==> config.mk <==
export PLATFORM = sky130hd
export DESIGN_NAME = pick_cursor_driver
export DESIGN_NICKNAME = d
export VERILOG_FILES = /design/src/rtl/pick_pkg.sv /design/src/rtl/band_centre.sv /design/src/rtl/pick_cursor_driver.sv
export SDC_FILE = /design/constraint.sdc
export NUM_CORES = 1
export LEC_CHECK = 0
export CAP_MARGIN = 30
export CORE_UTILIZATION = 60
export DETAILED_ROUTE_END_ITERATION = 8
export PLACE_DENSITY = 0.85
export SYNTH_ARGS = -nofsm -noshare
export SYNTH_HDL_FRONTEND = slang
export SYNTH_HIERARCHICAL = 1
export SYNTH_SLANG_ARGS = --single-unit
export TNS_END_PERCENT = 100
==> constraint.sdc <==
create_clock -name Clk -period 10.81 [get_ports Clk]
set_clock_uncertainty 0.1 [all_clocks]
set_input_delay 2.162 -clock Clk [delete_from_list [all_inputs] [get_ports Clk]]
set_output_delay 2.162 -clock Clk [all_outputs]
set_load 0.02 [all_outputs]
==> src/rtl/pick_pkg.sv <==
// Shared constants and FSM state encoding for the pick cursor driver.
package pick_pkg;
    localparam int BAND_BASE  = 39;
    localparam int BAND_PITCH = 14;
    localparam int NUM_BANDS  = 32;
    localparam int MAX_BAND   = 31;

    typedef enum logic [1:0] {
        ST_IDLE,
        ST_MOVE,
        ST_ARRIVE
    } pick_state_e;
endpackage

==> src/rtl/band_centre.sv <==
// Band index to centre pixel: 39 + 14*k, built from shifts.
module band_centre
    import pick_pkg::*;
(
    input  logic [4:0] k_i,
    output logic [9:0] centre_o
);
    logic [9:0] kx;

    assign kx       = {5'b0, k_i};
    assign centre_o = 10'(BAND_BASE) + (kx << 4) - (kx << 1);
endmodule

==> src/rtl/pick_cursor_driver.sv <==
// Slews the pick cursor Y toward the centre of a target band, one
// STEP per frame tick, with retargeting and a one-cycle arrival pulse.
module pick_cursor_driver
    import pick_pkg::*;
#(
    parameter int STEP = 2
) (
    input  logic       Clk,
    input  logic       Reset,
    input  logic       frame_tick,
    input  logic       up_press,
    input  logic       down_press,
    input  logic       load_valid,
    input  logic [4:0] load_band,
    input  logic       hold,
    output logic [9:0] pickY,
    output logic [4:0] target_band,
    output logic [4:0] cur_band,
    output logic       moving,
    output logic       arrived
);
    pick_state_e state_q;
    logic [9:0]  pick_y_q;
    logic [4:0]  tgt_q;
    logic [4:0]  tgt_d;
    logic [4:0]  cur_q;
    logic        moving_q;
    logic        arrived_q;
    logic        upd;
    logic [9:0]  centre;
    logic [9:0]  diff;
    logic [9:0]  step_y;
    logic        at_ctr;

    band_centre u_centre (
        .k_i      (tgt_q),
        .centre_o (centre)
    );

    // Presses that would not change the target are not updates.
    always_comb begin
        tgt_d = tgt_q;
        upd   = 1'b0;
        if (load_valid) begin
            tgt_d = load_band;
            upd   = 1'b1;
        end else if (up_press && !down_press) begin
            if (tgt_q != 5'd0) begin
                tgt_d = tgt_q - 5'd1;
                upd   = 1'b1;
            end
        end else if (down_press && !up_press) begin
            if (tgt_q != 5'(MAX_BAND)) begin
                tgt_d = tgt_q + 5'd1;
                upd   = 1'b1;
            end
        end
    end

    // Clamp to the centre when within one step so we never overshoot.
    always_comb begin
        at_ctr = (pick_y_q == centre);
        diff   = '0;
        step_y = pick_y_q;
        if (pick_y_q < centre) begin
            diff   = centre - pick_y_q;
            step_y = (diff <= 10'(STEP)) ? centre : pick_y_q + 10'(STEP);
        end else if (pick_y_q > centre) begin
            diff   = pick_y_q - centre;
            step_y = (diff <= 10'(STEP)) ? centre : pick_y_q - 10'(STEP);
        end
    end

    always_ff @(posedge Clk or negedge Reset) begin
        if (!Reset) begin
            state_q   <= ST_IDLE;
            pick_y_q  <= 10'(BAND_BASE);
            tgt_q     <= '0;
            cur_q     <= '0;
            moving_q  <= 1'b0;
            arrived_q <= 1'b0;
        end else begin
            tgt_q     <= tgt_d;
            arrived_q <= 1'b0;
            unique case (state_q)
                ST_IDLE: begin
                    if (upd) begin
                        state_q  <= ST_MOVE;
                        moving_q <= 1'b1;
                    end
                end
                ST_MOVE: begin
                    if (at_ctr && !upd) begin
                        state_q   <= ST_ARRIVE;
                        moving_q  <= 1'b0;
                        arrived_q <= 1'b1;
                        cur_q     <= tgt_q;
                    end else if (frame_tick && !hold) begin
                        pick_y_q <= step_y;
                    end
                end
                ST_ARRIVE: begin
                    state_q  <= upd ? ST_MOVE : ST_IDLE;
                    moving_q <= upd;
                end
                default: begin
                    state_q  <= ST_IDLE;
                    moving_q <= 1'b0;
                end
            endcase
        end
    end

    assign pickY       = pick_y_q;
    assign target_band = tgt_q;
    assign cur_band    = cur_q;
    assign moving      = moving_q;
    assign arrived     = arrived_q;
endmodule
Word-level counts from Yosys, hierarchy flattened. Cells that the tools add are included. W data, S select, Z words.

Word-level logic and storage cells: 66. Output and inout port bits: 22. Bits of input ports: 12. Bits in registers: 24.

Equal/unequal tests: 7. Bitwise logic cells: 1. Mux-type cells: 23. $add $sub $neg: 8. Reductions and logical operators: 17. Order comparisons: 4.

Operator list (number): $mux W10 (4); $mux W5 (5); $le A10 B2 Y1 const B (2); $sub A10 B10 Y10 (2); $add A10 B2 Y10 const B (1); $add A6 B9 Y10 const A (1); $eq A10 B10 Y1 (1); $gt A10 B10 Y1 (1); $lt A10 B10 Y1 (1); $mux W1 (10); $sub A10 B2 Y10 const B (1); $sub A10 B6 Y10 (1); $pmux W2 S3 (1); $reduce_bool A3 Y1 (2); $add A5 B1 Y5 const B (1); $ne A5 B5 Y1 const B (1); $reduce_bool A5 Y1 (1); $sub A5 B1 Y5 const B (1); $logic_and A1 B1 Y1 (4); $logic_not A1 Y1 (4); $mux W2 (2); $ne A2 B2 Y1 const B (2); $reduce_and A2 Y1 (2); $reduce_and A4 Y1 (1); other kinds (8) (8).

Longest topological paths before layout. Gate-level depths: netlist (run 1).

Depth after elaboration: 9. Mapped depth: 20. Gate-level depth less buffers: 19.

Cells and area by module. The synthesis (run 1) kept the hierarchy.

By module, submodules not included: pick_cursor_driver (instances 1, cells an instance 339, sequential area each 605.6 µm², area each 2696.3 µm²); band_centre (instances 1, cells an instance 34, sequential area each 0.0 µm², area each 262.8 µm²).

Least setup slack after synthesis (run 1). Ideal clock, no wire load.

Path type: register to register. Start: register tgt_q[3], in the netlist target_band[3]. End: register pick_y_q[8], in the netlist pickY[8]. Cell stages (with the launch flop): 18. Slack: 6.642 ns. Buffers on the path: 1. Required time: 10.584 ns. Data arrival time: 3.942 ns. Path through: dfrtp_1 > inv_1 > ha_1 > ha_1 > inv_1 > fa_1 > inv_1 > a21o_1 > a21oi_1 > xnor2_1 > ha_1 > clkbuf_1 > or4_1 > a22oi_1 > o211ai_2 > nand2_2 > o21ai_0 > a221o_1.

Elaborated cells on any way between the ends: 25.

RTL lines: start: declaration (RTL line pick_cursor_driver.sv:24) `logic [4:0] tgt_q;`; start signal: assignment (RTL line pick_cursor_driver.sv:83) `tgt_q <= tgt_d;`; $add A6 B9 Y10 (RTL line band_centre.sv:11) `assign centre_o = 10'(BAND_BASE) + (kx << 4) - (kx << 1);`; $sub A10 B6 Y10 (*) (RTL line band_centre.sv:11); net centre[8] (RTL line pick_cursor_driver.sv:30) `logic [9:0] centre;`; $sub A10 B10 Y10 (RTL line pick_cursor_driver.sv:69) `diff = pick_y_q - centre;`; $le A10 B2 Y1 (RTL line pick_cursor_driver.sv:70) `step_y = (diff <= 10'(STEP)) ? centre : pick_y_q - 10'(STEP);`; $mux W10 (RTL line pick_cursor_driver.sv:70); $mux W10 (RTL line pick_cursor_driver.sv:68) `end else if (pick_y_q > centre) begin`; $mux W10 (RTL line pick_cursor_driver.sv:65) `if (pick_y_q < centre) begin`; end signal: assignment (RTL line pick_cursor_driver.sv:77) `pick_y_q <= 10'(BAND_BASE);`; end signal: assignment (RTL line pick_cursor_driver.sv:99) `pick_y_q <= step_y;`; end: declaration (RTL line pick_cursor_driver.sv:23) `logic [9:0] pick_y_q;`.

Mark *: on every way through the listed nets, which the timed path passes. The rest lies on a longest branch. The select of a mux whose other input is x is not followed. A chain may end at the register's enable or synchronous reset.

Worst setup path after layout (run 1).
Start: register tgt_q[1], in the netlist target_band[1]. End: register pick_y_q[8], in the netlist pickY[8].

Elaborated cells on any way between the ends: 25.

RTL lines (RTL line): $sub A10 B6 Y10 (*) (band_centre.sv:11); net centre[2] (pick_cursor_driver.sv:30); $sub A10 B10 Y10 (pick_cursor_driver.sv:69); $le A10 B2 Y1 (pick_cursor_driver.sv:70); $mux W10 (pick_cursor_driver.sv:70); $mux W10 (pick_cursor_driver.sv:68); $mux W10 (pick_cursor_driver.sv:65).

Marked as above.

==> results.txt, run 1 <==
- Post-layout minimum cycle time: 4.94 ns
- Most frequent CP cell: ha_1
* Fraction of the mapped netlist area in adder cells: ~16%
* Post-synthesis cell count: 373
- Simple-gate share of the synthesized area: 22.2%
- Once detailed placement completed, the half-perimeter wirelength came to between 6 and 7 mm.
* Post-layout nets: 446
- DRT iter0 DRCs: 522
- The via count of the first global-routing pass came to 2846.
* Average vias per placed instance: 6.59
- Timing would allow up to about 200 MHz.
- 34 I/O pins were placed.
* Normalized max-slew margin: roughly 53%
- In this run, synthesis produced a sequential element count of 24.
* Number of endpoints failing setup at the final stage: 0
* Capturing instance or port of the critical path: pickY[8]
- Of the cells placed in the final design, the portion with a size suffix greater than 1 is 6.53%.
* Final estimated routing congestion in global placement: roughly 0.99
- The worst hold path was traced through 2 stages.
* Number of distinct standard cells referenced by the synthesized netlist: 66
* Die outline area: 0.00522 mm^2
- Total standard cell area after synthesis: 0.00296 mm^2
- The number of nets in the synthesized netlist is 420.
- Data arrives at the worst endpoint at 5.00 ns.
- Buffers inserted during clock tree synthesis total 3.
* Async set or reset register ratio after synthesis: 100%
* Most used flip-flop cell after synthesis: dfrtp_1
- Worst flop-to-flop path endpoint: pickY[8]
* Number of failing hold endpoints at the final stage: 0
- RSZ-0062 raised after global routing: no
- EDFF count, synth: 0
* Longest Clk Path Bufs: 2
- Violated checks: DRC
* RR Startpoint: target_band[1]
- On the critical path the largest part of the delay comes from compound AO/OA/AOI/OAI gates.
- Number of sinks handled by clock tree synthesis: 24
* Result of the run: finished with violations
- CP Capture Type: flop
- The setup check on the worst reg-to-reg path leaves a slack of between 5 and 6 ns.
* Max-slew violation count: 0
* Count of warnings emitted by yosys: 6
* CTS Hold Bufs: 0
* Drt pass-1 iters: 8
- STA puts the critical path data required time at 10.87 ns.
- Row generation in the floorplan step produced 25 rows.
- Share of the yosys chip area belonging to registers: 20.5%
- Detailed-route DRC error count: 1
* Combinational family with the most area after synthesis: compound AO/OA/AOI/OAI gates
- Count of buffering cells on the critical path with inverters included: 2
* Overall overflow remaining after global route: 0
- Setup TNS: 0 ns
- In the global route stage, overall resource usage came out at roughly a third.
- Detailed routing inserted a total of 3063 vias.
- DRT antenna net count: 0
* WL final: roughly 8.4 mm
- Category of the critical setup timing path: reg2reg
- Clock tree from TritonCTS: built
* Compound-cell area share of the yosys netlist: 27.6%
* N_diodes: 0
* Average wire per standard cell: 18.1 um
- Max FO, Critical Path: 15
* Setup Fix Bufs, Post-CTS: 0
* Buffers added on ports: 33
- Master of the slowest instance on the critical path: ha_1
- Counting buffers and inverters, the worst setup path is 16 cells deep.
- Number of antenna violations at the first check in global routing: 0
* Max-cap violation count: 0
- Die span in x: 72.2 um
- Setup crit start: target_band[1]
- In this run the number of H-tree levels came out at 1.
- Root cell of the clock tree: clkbuf_8
- Fill cell total of the finished layout: roughly 380
- After clock tree synthesis, the repair step resized 0 gates.
* Share of cell area taken by muxes after synthesis: about 2.5%
* Cells along the critical path: inv_1 > ha_1 > inv_1 > ha_1 > a21o_2 > a21oi_1 > xnor2_1 > ha_1 > nand4_1 > a211o_1 > and2_1 > o21ai_2 > o31a_1 > a21oi_4 > o2bb2ai_1 > a221o_1
- For this configuration, the core starts out at a cell density of 62.6%.
- The number of cells on the worst reg-to-reg path is 16.
- Area growth from synthesis to final layout: 14.2%
- Entering global routing, the biggest net connects 18 pins.
- Clock-pin slew was measured on the worst setup and hold paths at 0.09 ns.
* Min-delay worst type: reg2reg
* Global-route wire length before repair: about 14 mm
- Summing the areas of all xor and xnor instances in the mapped netlist gives 3.26% of the synthesized area.
* Area of the core region: 0.00472 mm^2
- After synthesis, the mean cell area works out to 7.93 um^2.
* Worst-margin pin slew: between 0.6 and 0.7 ns
- The final critical path takes up 45.7% of the cycle.
* Category of the worst setup path launch point: flop
- The largest single stage delay on the critical path is 0.58 ns.
- Clk Latency, worst-skew pair: between 0.2 and 0.3 ns
- Die extent in y: 72.2 um
## sequential cells by signal, summed over array words and instances, names as in the netlist
name and flops:
pickY 10, cur_band 5, state_q 2, moving 1
arrived 1, target_band 5
## how the worst min path moves through the flow
stage,start,end
after CTS,cur_band[3],cur_band[3]
after detailed placement,cur_band[3],cur_band[3]
after global placement,cur_band[4],cur_band[4]
after global routing,cur_band[4],cur_band[4]
after floorplan,state_q[1],state_q[0]
final,cur_band[3],cur_band[3]
## layout make-up
type | count | area (um^2) | share of cell area (%)
Clock buffer | 4 | 45.0 | 1.33
Inverter | 43 | 161 | 4.77
Multi-Input combinational cell | 291 | 2110 | 62.5
Sequential cell | 24 | 606 | 17.9
Tap cell | 67 | 83.8 | 2.48
Timing Repair Buffer | 36 | 373 | 11.0
## kinds of logic (layout without fill, tap and decap cells)
logic type	after synthesis	after routing
AO/OA/AOI/OAI	111	111
buffers and inverters	58	83
AND/OR/NAND/NOR	126	126
other	1	1
multiplexers	7	7
adder cells (fa/ha/maj)	35	35
flip-flops	24	24
XOR/XNOR	11	11
## through the flow
stage          hold WS (ns)  cells  cell area, um^2  util (%)  worst slack, ns
3_3_place_gp          0.368    459             3300      69.9             5.76
4_1_cts               0.390    465             3380      71.6             5.99
5_1_grt               0.418    465             3380      71.6             5.63
3_5_place_dp          0.369    461             3340      70.6             5.81
6_report              0.388    465             3380      71.6             5.87
2_1_floorplan         0.364    373             2960         -             6.64
## placed cells by master (no fill, tap or decap), drive strengths merged, types with 5 or more instances in the layout
| cell | synthesis | layout |
|---|---|---|
| a22oi | 5 | 5 |
| a211oi | 5 | 5 |
| xnor2 | 8 | 8 |
| a21oi | 27 | 27 |
| ha | 31 | 31 |
| dfrtp | 20 | 20 |
| nor4 | 5 | 5 |
| nand4 | 8 | 8 |
| mux2i | 5 | 5 |
| inv | 43 | 43 |
| a21o | 8 | 8 |
| nand2b | 13 | 13 |
| o21ai | 18 | 18 |
| or3 | 10 | 10 |
| nor2 | 24 | 24 |
| clkdlybuf4s50 | 0 | 33 |
| o21a | 7 | 7 |
| nand3 | 12 | 12 |
| o31ai | 5 | 5 |
| nand2 | 35 | 35 |
## per-layer routing
| layer | track usage (%) | routed length, um |
|---|---|---|
| met3 | 5.56 | 799 |
| met5 | 0 | 0 |
| met4 | 9.80 | 223 |
| met1 | 45.2 | 3410 |
| met2 | 53.7 | 3970 |
## Yosys cell counts (4+ instances only)
cell,count,area (um^2)
a21o_1,7,52.6
a21oi_1,25,125
a22oi_1,5,37.5
buf_2,4,20.0
clkbuf_1,7,26.3
dfrtp_1,20,500
dfstp_2,4,105
fa_1,4,80.1
ha_1,31,388
inv_1,43,161
mux2i_1,5,50.1
nand2_1,34,128
nand2b_1,13,81.3
nand3_1,12,60.1
nand4_1,8,50.1
nor2_1,24,90.1
nor4_1,5,31.3
o21a_1,7,52.6
o21ai_0,14,70.1
o221ai_1,4,35.0
or3_1,10,62.6
xnor2_1,8,70.1
## worst register-to-register path, delay by kind of cell (launching register included)
kind	cells	cell delay [ns]
and+or+nand+nor	2	0.47
adders and majority gates	3	1.26
DFF	1	0.45
buffers and inverters	2	0.23
AOI/OAI and AO/OA	8	2.18
xor gates and xnor gates	1	0.14
Power of run 1 is not shown: default switching activity piles up to over one toggle a cycle in this logic, so the estimate is an artifact.
==> inputs of run 2 (changes only) <==
--- a/config.mk
+++ b/config.mk
@@ -6,9 +6,9 @@
 export NUM_CORES = 1
 export LEC_CHECK = 0
 export CAP_MARGIN = 30
-export CORE_UTILIZATION = 60
+export CORE_UTILIZATION = 58
 export DETAILED_ROUTE_END_ITERATION = 8
-export PLACE_DENSITY = 0.85
+export PLACE_DENSITY = 0.82
 export SYNTH_ARGS = -nofsm -noshare
 export SYNTH_HDL_FRONTEND = slang
 export SYNTH_HIERARCHICAL = 1
==> constraint.sdc (replaced) <==
create_clock -name Clk -period 4.8 [get_ports Clk]
set_clock_uncertainty 0.1 [all_clocks]
set_input_delay 0.96 -clock Clk [delete_from_list [all_inputs] [get_ports Clk]]
set_output_delay 0.96 -clock Clk [all_outputs]
set_load 0.02 [all_outputs]
==> run 2 against run 1 <==
Compared with the run above: the run now ends clean; via count shrank 2.8%; core utilization rose by 0.29 points; die area grew 3.4%; flip-flop and latch count did not move; sequential share of layout area shrank 0.38 points; critical path depth down 1; non-clock buffer count is 8 higher; wire length is 6.0% lower; global-route usage shrank 2.5 points.
==> results.txt, run 2 (synthesized netlist as in run 1, its figures left out) <==
- RSZ-0062 raised after global routing: no (unchanged).
- Max-slew violation count: 0 (unchanged)
- The clock insertion delay at the later pin of the skew report is 0.27 ns (about the same).
- The clock-pin slew on the worst setup and hold paths was 0.09 ns (about the same).
- Result of the run: complete, no violations (was finished with violations).
- WL final: 7.89 mm (was 8.40 mm)
- The global route total overflow came to 0 (unchanged).
- Root cell of the clock tree: clkbuf_8 (unchanged)
- Vias in the first global route: 2643 (was 2846)
- Leading cell type in the layout, fill and taps excluded: inv_1 (unchanged)
- Number of clock buffers inserted by TritonCTS: 3 (unchanged)
- The data required time of the worst path is 4.88 ns (was 10.87 ns).
- The initial antenna violation count was 0 (unchanged).
- Die extent in y: 73.4 um (was 72.2 um)
* Longest Clk Path Bufs: 2 (unchanged)
- Drt pass-1 iters: 5 (was 8)
- Post-layout nets: 454 (was 446)
* Row cnt: 25 (unchanged)
* Buffers added on ports: 33 (unchanged)
* CP Capture Type: flop (unchanged)
- Category of the critical setup timing path: reg2reg (unchanged)
- Setup TNS: 0 ns (unchanged)
- Max-cap violation count: 0 (unchanged)
- The headroom to the max-slew limit is 30.9% (was 53.2%).
- The final core area utilization was 71.9% (was 71.6%).
- Max FO, Critical Path: 10 (was 15)
- DRT iter0 DRCs: 338 (was 522)
* Maximum clock frequency: 222 MHz (was 202 MHz)
- The total vias in the final route is 2976 (was 3063).
- The final weighted congestion in routability-driven placement is 0.942 (was 0.986).
- Worst-margin pin slew: 1.03 ns (was 0.698 ns)
* Number of H-tree levels: 1 (unchanged)
* Detailed-route DRC error count: 0 (was 1)
- The total die area was 0.00539 mm^2 (was 0.00522 mm^2).
* Area of the core region: 0.00482 mm^2 (was 0.00472 mm^2)
- The nature of the critical path startpoint is a flop (unchanged).
- The horizontal die dimension came to 73.4 um (was 72.2 um).
- The global-route usage over all layers is 30.6% (was 33.1%).
* Largest register FFs: 10 (unchanged)
- The number of hold buffers added after cts is 0 (unchanged).
- The diode insertion count for antenna repair is 0 (unchanged).
- Maximum number of pins on one net before global-route repair: 19 (was 18)
* Area growth from synthesis to final layout: 17.0% (was 14.2%)
- The register area was 607 um^2 (was 606 um^2).
- The number of setup buffers added after CTS was 0 (unchanged).
- Number of sinks handled by clock tree synthesis: 24 (unchanged)
- The number of fill cells is 403 (was 378).
- Starting utilization of the core area: 61.4% (was 62.6%)
- Final cycle utilization of the critical path: 93.9% (was 45.7%)
* Number of resized instances in the post-cts repair step: 0 (unchanged)
* Area used by multi-input combinational logic: 0.00212 mm^2 (was 0.00211 mm^2)
- Average wire per standard cell: 16.7 um (was 18.1 um)
* Clock tree from TritonCTS: built (unchanged)
- The total I/O pin count was 34 (unchanged).
* Min-delay worst type: reg2reg (unchanged)
- The share of post-route cells with drive strength above 1 came to 9.36% (was 6.53%).
* Number of endpoints failing setup at the final stage: 0 (unchanged)
* DRT antenna net count: 0 (unchanged)
* Global-route wire length before repair: 12.9 mm (was 13.6 mm)
* Average vias per placed instance: 6.29 (was 6.59)
- Number of failing hold endpoints at the final stage: 0 (unchanged)
- Top library cells by usage in the layout, fill and taps aside: inv_1, nand2_1, clkdlybuf4s50_1 (unchanged)
- The post-layout minimum cycle time came to 4.51 ns (was 4.94 ns).
- Final HPWL from detailed placement: 6.27 mm (was 6.46 mm)
- The arrival time of the worst setup path came to 4.59 ns (was 5.00 ns).
==> run 2: area by class of cell <==
| class | count | share of cell area, % |
|---|---|---|
| Multi-Input combinational cell | 291 | 61.3 |
| Sequential cell | 24 | 17.5 |
| Timing Repair Buffer | 44 | 12.5 |
| Inverter | 43 | 4.66 |
| Tap cell | 67 | 2.42 |
| Clock buffer | 4 | 1.59 |
==> run 2: stage by stage <==
stage          setup WS [ns]  instance area [um^2]  std cells  hold WS, ns
6_report               0.293                  3460        473        0.388
5_1_grt               0.0611                  3460        473        0.423
4_1_cts                0.188                  3450        473        0.390
3_5_place_dp           0.239                  3400        469        0.369
3_3_place_gp           0.376                  3370        468        0.359
2_1_floorplan          0.632                  2960        373        0.364
==> run 2: path summary, 6_finish.rpt <==
check | startpoint | to | slack [ns] | cells past startpoint
setup reg to reg | target_band[3] | pickY[7] | 0.29 | 15
hold reg to reg | cur_band[4] | cur_band[4] | 0.39 | 2
hold / removal | cur_band[4] | cur_band[4] | 0.39 | 2
min in group asynchronous | Reset | moving | 0.90 | 1
max in group asynchronous | Reset | pickY[5] | 3.18 | 2
setup / recovery | target_band[3] | pickY[7] | 0.29 | 15
==> run 2: per-layer routing <==
layer | up-vias | global-route usage (%) | wire (um)
li1 | 1412 | - | -
met1 | 1399 | 44.7 | 3600
met2 | 144 | 45.0 | 3490
met3 | 21 | 5.90 | 598
met4 | 0 | 10.0 | 206
met5 | - | 0 | 0
==> run 2: critical path: stages (launching register included) <==
cell	delay (ns)
dfrtp_2	0.44
inv_1	0.10
ha_1	0.28
ha_1	0.19
inv_1	0.08
fa_1	0.43
xnor2_2	0.19
ha_2	0.44
nand4_1	0.20
a211o_1	0.31
nand3_1	0.10
or4b_4	0.48
o31a_1	0.39
a21oi_4	0.27
nand2_1	0.20
o2111ai_1	0.22
Power of run 2 is left out for the same reason.
==> inputs of run 3 (changes only) <==
--- a/config.mk
+++ b/config.mk
@@ -6,9 +6,10 @@
 export NUM_CORES = 1
 export LEC_CHECK = 0
 export CAP_MARGIN = 30
-export CORE_UTILIZATION = 58
+export CORE_UTILIZATION = 45
 export DETAILED_ROUTE_END_ITERATION = 8
-export PLACE_DENSITY = 0.82
+export PLACE_DENSITY = 0.66
+export SLEW_MARGIN = 30
 export SYNTH_ARGS = -nofsm -noshare
 export SYNTH_HDL_FRONTEND = slang
 export SYNTH_HIERARCHICAL = 1
==> run 3 against run 2 <==
Compared with the run above: wire length is 6.3% higher; core utilization decreased by 18 points; sequential share of layout area hardly changed; fmax fell by 0.79%; global-route usage shrank 5.4 points; die area rose by 28%; via count is 0.60% lower; critical path depth rose by 1; highest routed layer unchanged.
==> results.txt, run 3 (synthesized netlist as in run 1, its figures left out) <==
* Result of the run: complete, no violations (unchanged)
- Worst-margin pin slew: 0.964 ns (was 1.03 ns)
* Vias in the first global route: 2855 (was 2643)
- Area used by multi-input combinational logic: 0.00213 mm^2 (was 0.00212 mm^2)
- The height of the chip was 83.1 um (was 73.4 um).
- Final estimated routing congestion in global placement: 0.969 (was 0.942)
- N_diodes: 0 (unchanged)
- The share of the cycle needed by the critical path after routing was 94.6% (was 93.9%).
- The initial antenna violation count is 0 (unchanged).
- The final HPWL from detailed placement was 6.60 mm (was 6.27 mm).
* Buffers added on ports: 33 (unchanged)
- The area of the placeable core was 0.00635 mm^2 (was 0.00482 mm^2).
* Maximum clock frequency: 220 MHz (was 222 MHz)
- Number of sinks handled by clock tree synthesis: 24 (unchanged)
- Max-cap violation count: 0 (unchanged)
- Fill cell total of the finished layout: 585 (was 403)
- The number of buffer and inverter instances along the worst setup path was 3 (was 2).
- The number of iterations in the first detailed-routing pass is 4 (was 5).
- Max-slew violation count: 0 (unchanged)
- The depth of the most critical reg-to-reg path was 16 (was 15).
* Post-layout minimum cycle time: 4.54 ns (was 4.51 ns)
* Detailed-route DRC error count: 0 (unchanged)
- The clock-pin slew on the worst setup and hold paths is 0.09 ns (about the same).
- The total I/O pin count came to 34 (unchanged).
- The number of antenna-violating nets in the routed design is 0 (unchanged).
* Root cell of the clock tree: clkbuf_8 (unchanged)
* Average vias per placed instance: 6.12 (was 6.29)
- The headroom to the max-slew limit is 35.4% (was 30.9%).
* Leading cell type in the layout, fill and taps excluded: inv_1 (unchanged)
- Die outline area: 0.00690 mm^2 (was 0.00539 mm^2)
* Number of failing hold endpoints at the final stage: 0 (unchanged)
- The horizontal die dimension came to 83.1 um (was 73.4 um).
* Setup TNS: 0 ns (unchanged)
- The TritonCTS clock tree is built (unchanged).
* Overall overflow remaining after global route: 0 (unchanged)
- The total number of nets in the final design is 454 (unchanged).
* Crit path arrival time: 4.60 ns (was 4.59 ns)
- Category of the critical setup timing path: reg2reg (unchanged)
- The final setup violation count is 0 (unchanged).
- Ratio of cells with drive above 1 in the final layout: 9.61% (was 9.36%)
- The cell type of the slowest stage on the worst timing path was or4_1 (was or4b_4).
- Starting utilization of the core area: 46.6% (was 61.4%)
- CP Capture Type: flop (unchanged)
* Category of the worst setup path launch point: flop (unchanged)
* Min-delay worst type: reg2reg (unchanged)
* Global-route wire length before repair: 14.2 mm (was 12.9 mm)
* Utilization of the core after routing: 54.3% (was 71.9%)
* Maximum number of pins on one net before global-route repair: 20 (was 19)
- RSZ-0062 raised after global routing: no (unchanged).
* Gate family responsible for the most delay along the worst path: adder cells (unchanged)
- The data required time of the worst path came to 4.86 ns (was 4.88 ns).
* Number of H-tree levels: 1 (unchanged)
- The cell depth of the worst setup path was 16 (was 15).
* Reg area: 606 um^2 (was 607 um^2)
- Top library cells by usage in the layout, fill and taps aside: inv_1, nand2_1, clkdlybuf4s50_1 (unchanged)
* Average wire per standard cell: 17.4 um (was 16.7 um)
* Max FO, Critical Path: 8 (was 10)
- Number of clock buffers inserted by TritonCTS: 3 (unchanged)
* Longest Clk Path Bufs: 2 (unchanged)
* Cells along the critical path: inv_1 > ha_1 > ha_1 > inv_1 > fa_1 > inv_1 > a21o_1 > a21oi_1 > xnor2_1 > ha_1 > or4_1 > a22oi_1 > o211ai_2 > nand2_2 > o21ai_0 > a221o_1 (was inv_1 > ha_1 > ha_1 > inv_1 > fa_1 > xnor2_2 > ha_2 > nand4_1 > a211o_1 > nand3_1 > or4b_4 > o31a_1 > a21oi_4 > nand2_1 > o2111ai_1)
- The routed wire length came to 8.39 mm (was 7.89 mm).
- CTS Hold Bufs: 0 (unchanged)
- The number of flip-flops under the largest register name is 10 (unchanged).
- Number of vias after detailed routing: 2958 (was 2976)
- CP peak stage delay: 0.54 ns (was 0.48 ns)
- Hold-critical path depth: 2 (unchanged)
- DRT iter0 DRCs: 327 (was 338)
* Clk Latency, worst-skew pair: 0.27 ns (about the same)
* All-Layer GR Usage: 25.1% (was 30.6%)
- The area growth from synthesis to layout is 16.5% (was 17.0%).
* Row cnt: 29 (was 25)
[run 3: area by class of cell]
type,instances,area share [%]
multi-input cells,291,61.8
flip-flops and latches,24,17.6
repair buffers,44,11.8
inverters,43,4.68
well taps,77,2.79
clock buffers,4,1.31
[run 3: worst paths after layout]
path	slack (ns)	start	end
worst max-delay path	0.26	target_band[3]	pickY[8]
worst min-delay path	0.38	cur_band[2]	cur_band[2]
worst max register to register	0.26	target_band[3]	pickY[8]
worst min register to register	0.38	cur_band[2]	cur_band[2]
max in group asynchronous	3.61	Reset	arrived
min in group asynchronous	0.52	Reset	pickY[4]
[run 3: metrics by stage]
stage	setup WS, ns	cells	hold WS (ns)	instance area, um^2
2_1_floorplan	0.632	373	0.364	2960
3_3_place_gp	0.301	479	0.364	3390
3_5_place_dp	0.152	479	0.366	3390
4_1_cts	0.132	483	0.388	3430
5_1_grt	0.0105	483	0.417	3450
6_report	0.257	483	0.385	3450
[run 3: what timing repair did]
action,4_1_cts,5_1_grt
resized for setup,0,5
endpoints found under the setup margin,0,10
setup buffers,0,0
[run 3: worst reg2reg max path: cells and delay by family, from the launching register on]
| kind | cells | cell delay [ns] |
|---|---|---|
| XOR/XNOR | 1 | 0.28 |
| adder cells (fa/ha/maj) | 4 | 1.25 |
| buffers and inverters | 3 | 0.26 |
| flip-flops | 1 | 0.50 |
| AO/OA/AOI/OAI | 6 | 1.23 |
| AND/OR/NAND/NOR | 2 | 0.80 |
[run 3: metal layers]
metal | share of wire [%] | vias to the layer above | routed length [um] | GRT usage, %
li1 | - | 1421 | - | -
met1 | 44 | 1400 | 3730 | 33.7
met2 | 47 | 117 | 3980 | 41.4
met3 | 5.9 | 20 | 496 | 3.48
met4 | 2.2 | 0 | 187 | 8.62
met5 | 0 | - | 0 | 0
Power of run 3 is left out for the same reason.
